===== src/rtl/frame_align_ctrl_pkg.sv =====
// Shared types and constants for the frame-alignment controller.
package frame_align_ctrl_pkg;
    typedef enum logic [2:0] {
        ST_IDLE   = 3'd0,
        ST_SETTLE = 3'd1,
        ST_CHECK  = 3'd2,
        ST_SLIP   = 3'd3,
        ST_LOCK   = 3'd4,
        ST_FAIL   = 3'd5
    } state_t;

    localparam int SLIP_W = 5;
    localparam int CNT_W  = 4;
    localparam logic [SLIP_W-1:0] SLIP_SAT = 5'd31;
    localparam logic [7:0] DEF_FRAME_PATTERN = 8'hF0;
endpackage


===== src/rtl/frame_align_cnt.sv =====
// Generic counter: clear > load > step, with an equality terminal-count flag.
module frame_align_cnt #(
    parameter int W    = 4,
    parameter bit DOWN = 1'b0
) (
    input  logic         clk,
    input  logic         rst_n,
    input  logic         clr,
    input  logic         load,
    input  logic [W-1:0] load_val,
    input  logic         en,
    input  logic [W-1:0] tc_val,
    output logic         tc
);
    logic [W-1:0] cnt;

    always_ff @(posedge clk or negedge rst_n) begin
        if (!rst_n)     cnt <= '0;
        else if (clr)   cnt <= '0;
        else if (load)  cnt <= load_val;
        else if (en)    cnt <= DOWN ? cnt - W'(1) : cnt + W'(1);
    end

    assign tc = (cnt == tc_val);
endmodule


===== src/rtl/frame_align_ctrl.sv =====
// Frame-alignment FSM: slips all deserializers until the frame word matches, then tracks lock.
// Optional FRAME_ALIGN_AUTO_RELOCK_EN: on loss of lock, retry alignment instead of idling.
module frame_align_ctrl
    import frame_align_ctrl_pkg::*;
#(
    parameter logic [7:0] FRAME_PATTERN = DEF_FRAME_PATTERN,
    parameter int SETTLE_CYCLES = 4,
    parameter int MAX_SLIPS     = 16,
    parameter int LOCK_COUNT    = 8,
    parameter int LOSS_COUNT    = 4
) (
    input  logic              GCLK,
    input  logic              RESETN,
    input  logic [7:0]        FCLK_DATA,
    input  logic              ALIGN_START,
    output logic              BITSLIP,
    output logic              LOCKED,
    output logic              ALIGN_FAIL,
    output logic              LOCK_LOST,
    output logic [SLIP_W-1:0] SLIP_COUNT,
    output logic [2:0]        STATE
);
    state_t state, next;
    logic   init_pend, lose, slip_clr;
    logic   settle_tc, match_tc, miss_tc;
    logic   match;

    assign match = (FCLK_DATA == FRAME_PATTERN);

    // Settle counter reloads on every entry, including repeated ALIGN_START while settling.
    frame_align_cnt #(.W(CNT_W), .DOWN(1'b1)) u_settle (
        .clk(GCLK), .rst_n(RESETN), .clr(1'b0),
        .load((next == ST_SETTLE) && ((state != ST_SETTLE) || ALIGN_START)),
        .load_val(CNT_W'(SETTLE_CYCLES)),
        .en(state == ST_SETTLE),
        .tc_val(CNT_W'(1)), .tc(settle_tc)
    );

    frame_align_cnt #(.W(CNT_W), .DOWN(1'b0)) u_match (
        .clk(GCLK), .rst_n(RESETN),
        .clr(ALIGN_START || (state != ST_CHECK) || !match),
        .load(1'b0), .load_val('0),
        .en((state == ST_CHECK) && match),
        .tc_val(CNT_W'(LOCK_COUNT - 1)), .tc(match_tc)
    );

    frame_align_cnt #(.W(CNT_W), .DOWN(1'b0)) u_miss (
        .clk(GCLK), .rst_n(RESETN),
        .clr(ALIGN_START || (state != ST_LOCK) || match),
        .load(1'b0), .load_val('0),
        .en((state == ST_LOCK) && !match),
        .tc_val(CNT_W'(LOSS_COUNT - 1)), .tc(miss_tc)
    );

    always_comb begin
        next = state;
        lose = 1'b0;
        if (ALIGN_START) begin
            next = ST_SETTLE;
        end else begin
            case (state)
                ST_IDLE:   if (init_pend) next = ST_SETTLE;
                ST_SETTLE: if (settle_tc) next = ST_CHECK;
                ST_CHECK: begin
                    if (match) begin
                        if (match_tc) next = ST_LOCK;
                    end else if (SLIP_COUNT == SLIP_W'(MAX_SLIPS)) begin
                        next = ST_FAIL;
                    end else begin
                        next = ST_SLIP;
                    end
                end
                ST_SLIP:   next = ST_SETTLE;
                ST_LOCK: begin
                    if (!match && miss_tc) begin
                        lose = 1'b1;
`ifdef FRAME_ALIGN_AUTO_RELOCK_EN
                        next = ST_SETTLE;
`else
                        next = ST_IDLE;
`endif
                    end
                end
                ST_FAIL:   next = ST_FAIL;
                default:   next = ST_IDLE;
            endcase
        end
    end

`ifdef FRAME_ALIGN_AUTO_RELOCK_EN
    assign slip_clr = ALIGN_START || lose;
`else
    assign slip_clr = ALIGN_START;
`endif

    // Outputs are decoded from next so they are flops aligned with the state register.
    always_ff @(posedge GCLK or negedge RESETN) begin
        if (!RESETN) begin
            state      <= ST_IDLE;
            init_pend  <= 1'b1;
            BITSLIP    <= 1'b0;
            LOCKED     <= 1'b0;
            ALIGN_FAIL <= 1'b0;
            LOCK_LOST  <= 1'b0;
            SLIP_COUNT <= '0;
        end else begin
            state      <= next;
            BITSLIP    <= (next == ST_SLIP);
            LOCKED     <= (next == ST_LOCK);
            ALIGN_FAIL <= (next == ST_FAIL);
            if ((state == ST_IDLE) && (next != ST_IDLE)) init_pend <= 1'b0;
            if (ALIGN_START)  LOCK_LOST <= 1'b0;
            else if (lose)    LOCK_LOST <= 1'b1;
            if (slip_clr)                                      SLIP_COUNT <= '0;
            else if ((next == ST_SLIP) && (SLIP_COUNT != SLIP_SAT)) SLIP_COUNT <= SLIP_COUNT + 5'd1;
        end
    end

    assign STATE = state;
endmodule


===== config.mk =====
export PLATFORM = sky130hd
export DESIGN_NAME = frame_align_ctrl
export DESIGN_NICKNAME = d
export VERILOG_FILES = /design/src/rtl/frame_align_ctrl_pkg.sv /design/src/rtl/frame_align_cnt.sv /design/src/rtl/frame_align_ctrl.sv
export SDC_FILE = /design/constraint.sdc
export NUM_CORES = 1
export LEC_CHECK = 0
export CORE_UTILIZATION = 40
export DETAILED_ROUTE_END_ITERATION = 7
export DONT_BUFFER_PORTS = 1
export PLACE_DENSITY_LB_ADDON = 0.25
export SLEW_MARGIN = 20
export SYNTH_ARGS = -nofsm -noshare
export SYNTH_HDL_FRONTEND = slang
export SYNTH_HIERARCHICAL = 1
export SYNTH_SLANG_ARGS = --single-unit

===== constraint.sdc =====
create_clock -name GCLK -period 4.5 [get_ports GCLK]
set_clock_uncertainty 0.05 [all_clocks]
set_input_delay 0.9 -clock GCLK [delete_from_list [all_inputs] [get_ports GCLK]]
set_output_delay 0.9 -clock GCLK [all_outputs]
set_load 0.005 [all_outputs]

==> impl_metrics.yaml <==
yosys:
  ys_top_cells_by_count: "dfrtp_1, xor2_1, nor2_1"
  syn-cell-area_um2: 1650
  ys_seq_area_share_pct: 37.98
  async_flop_share_pct: 100.0
  post-synth-top-area-cell: "dfrtp_1"
  synth_ff_type: "dfrtp_1"
  synth_edf_count: 0
  synth.most_common_cell: "dfrtp_1"
  ys_seq_elements: 25
  syn_avg_cell_area_um2: 9.823
  yosys_warnings: 6
  synthTopCellsByArea: "dfrtp_1, xor2_1, ha_1"
  ys_types: 47
  synth_cells: 168
  netlist.area_leader.share_pct: 36.39
floorplanning:
  start_util_pct: 43.45
  fp.dieArea_um2: 4386
  die_h_um: 66.23
  core_um2: 3799
  die_w_um: 66.23
  num_rows: 22
  io_pins: 23
global_routing:
  grt_max_degree: 26
  overflow: 0
  met3_usage_pct: 2.931
  grt_util_all_layers_pct: 16.30
  grt_first_pass_wirelength_um: 5430
  use_met2_pct: 28.19
  antenna_found_initial: 0
  first_global_vias: 1235
  busiest_layer: "met2"
  grt_use_met1_pct: 20.17
cts:
  clock_sink_count: 25
  path_clk_slew_ns: 0.10
  cts_resized: 0
  cts_root_buf: "clkbuf_8"
  cts_tree: "yes"
  cts_made_buffers: 3
  cts-htree-levels: 1
  max-clock-path-buffers: 2
  clk_latency_ns: 0.28
  ctsHoldBuffers: 0
  postCtsSetupBuffers: 0
critical_path:
  cp-end-kind: "flop"
  cp.required_ns: 4.63
  critPathKind: "primary input to flop"
  arrival_ns: 2.78
  critPathMaxFanout: 7
  cp-start-kind: "primary input"
timing:
  finalCritPeriodShare_pct: 58.99
  period_minus_slack_ns: 2.655
  hold_viol: 0
  setup_viol: 0
  tns_ns: 0
  report.final.slew_viol_count: 0
  slew_headroom_pct: 45.46
  grt_setup_unrepaired: "no"
  worst_pin_slew_ns: 0.8181
  max_freq_ghz: 0.3767
power:
  share_seq_of_total_power_pct: 51.6
  clock_power_share_pct: 28.5
  p_per_area_nw_per_um2: 269.7
  p_int_mw: 0.3457
  netSwitchingFraction_pct: 30.72
  leakagePower_nw: 0.8755
  pwr-share-comb_pct: 19.8
  netSwitchingPower_mw: 0.1533
  peakVddDrop_mv: 0.1307
run:
  cap_violations: 0
finish:
  drive_gt1_share_pct: 9.645
  fillers: 363
  stdcell_count: 245
  area_delta_synth_final_pct: 12.13
  fin_nets: 215
  final_area_um2: 1851
  antenna_cells: 0
route:
  drtAntennaViolNets: 0
  drt-total-wl_um: 3153
  via_per_inst: 4.943
  vias: 1211
  drc: 0
  wl_per_cell_um: 12.87
  drt-pass1-iter-count: 4
  drt_iter0_drc: 68
place:
  portBuffers: 0
  place_area_um2: 1802
  dp_cells: 241
  dpl.hpwl_um: 2368
  gp_congestion: 0.8085
min_path:
  hold_path_class: "primary input to asynchronous set/reset pin"
outcome:
  status: "completed"
cell usage in the layout (no fill, tap or decap), drive strengths merged, types with 2 or more instances in the layout:
cell type / count
xor2: 16
nand4: 5
conb: 30
o21ai: 3
nand2b: 2
nand3: 2
o21a: 6
mux2: 3
and4: 2
inv: 15
a211oi: 2
clkbuf: 3
nand2: 11
a21oi: 12
nor2: 15
nor2b: 4
or3b: 2
dfrtp: 24
mux2i: 6
xnor2: 5
ha: 6
o311ai: 3
nor4: 6
cells by family (layout without fill, tap and decap cells):
| family | after synthesis | count (layout) | share of synthesized area (%) |
|---|---|---|---|
| compound gates | 31 | 31 | 14.25 |
| simple gates | 56 | 56 | 21.30 |
| mux | 9 | 9 | 5.913 |
| buf+inv | 18 | 19 | 4.397 |
| flops | 25 | 25 | 37.98 |
| xor+xnor | 21 | 21 | 11.14 |
| other cells | 2 | 30 | 0.4551 |
| fa+ha+maj | 6 | 6 | 4.549 |
power groups by stage:
stage | registers [mW] | clock network (mW) | logic (mW)
2_1_floorplan | 0.257 | 0 | 0.0863
3_5_place_dp | 0.262 | 0 | 0.0969
6_report | 0.258 | 0.142 | 0.0989
4_1_cts | 0.257 | 0.143 | 0.0981
3_3_place_gp | 0.261 | 0 | 0.0949
5_1_grt | 0.260 | 0.153 | 0.113
registers in the layout (all words and copies together), names as in the netlist:
name and count:
LOCKED 1, u_match/cnt 4, LOCK_LOST 1, u_miss/cnt 4
SLIP_COUNT 5, init_pend 1, STATE 3, u_settle/cnt 4
BITSLIP 1, ALIGN_FAIL 1
final cells by class:
type                       instances  area (um2)  share of cell area, %
inverter                          15       58.81                  3.178
clock inverter                     1       7.507                 0.4057
sequential                        25       626.9                  33.87
tap                               48       60.06                  3.245
clock buffer                       3       41.29                  2.231
multi-input combinational        153        1056                  57.07
final timing paths:
kind,start,end,slack [ns],cells after the start
min in group GCLK,init_pend$_DFFE_PN1P_,init_pend$_DFFE_PN1P_,0.42,1
worst min register to register,init_pend$_DFFE_PN1P_,init_pend$_DFFE_PN1P_,0.42,1
max in group asynchronous,RESETN,init_pend$_DFFE_PN1P_,3.98,0
worst max register to register,u_miss/cnt[3]$_DFFE_PN0P_,u_settle/cnt[0]$_DFFE_PN0P_,1.86,8
worst min-delay path,RESETN,BITSLIP$_DFF_PN0_,0.25,0
worst max-delay path,FCLK_DATA[6],u_settle/cnt[0]$_DFFE_PN0P_,1.85,7
worst max-delay path: stages:
cell,delay (ns)
and4_1,0.21
nand2_1,0.16
a21oi_1,0.10
or3_1,0.37
a221oi_1,0.72
mux2i_1,0.27
nor2_1,0.05
stage by stage:
stage	hold slack (ns)	utilization, %	setup WS, ns	total power [mW]
after detailed placement	0.4062	47.43	1.556	0.3588
after floorplan	0.3877	-	1.908	0.3435
after global placement	0.3948	47.43	1.585	0.3557
final	0.2515	48.72	1.845	0.4990
after CTS	0.2534	48.72	1.842	0.4991
after global routing	0.2380	48.72	1.605	0.5264
per-layer routing:
layer | vias to the layer above | part of all wire, %
met4 | 0 | 1.5
li1 | 618 | -
met2 | 17 | 47
met1 | 571 | 48
met5 | - | 0
met3 | 5 | 2.6
Note: power is estimated with default switching activity, not from simulation.
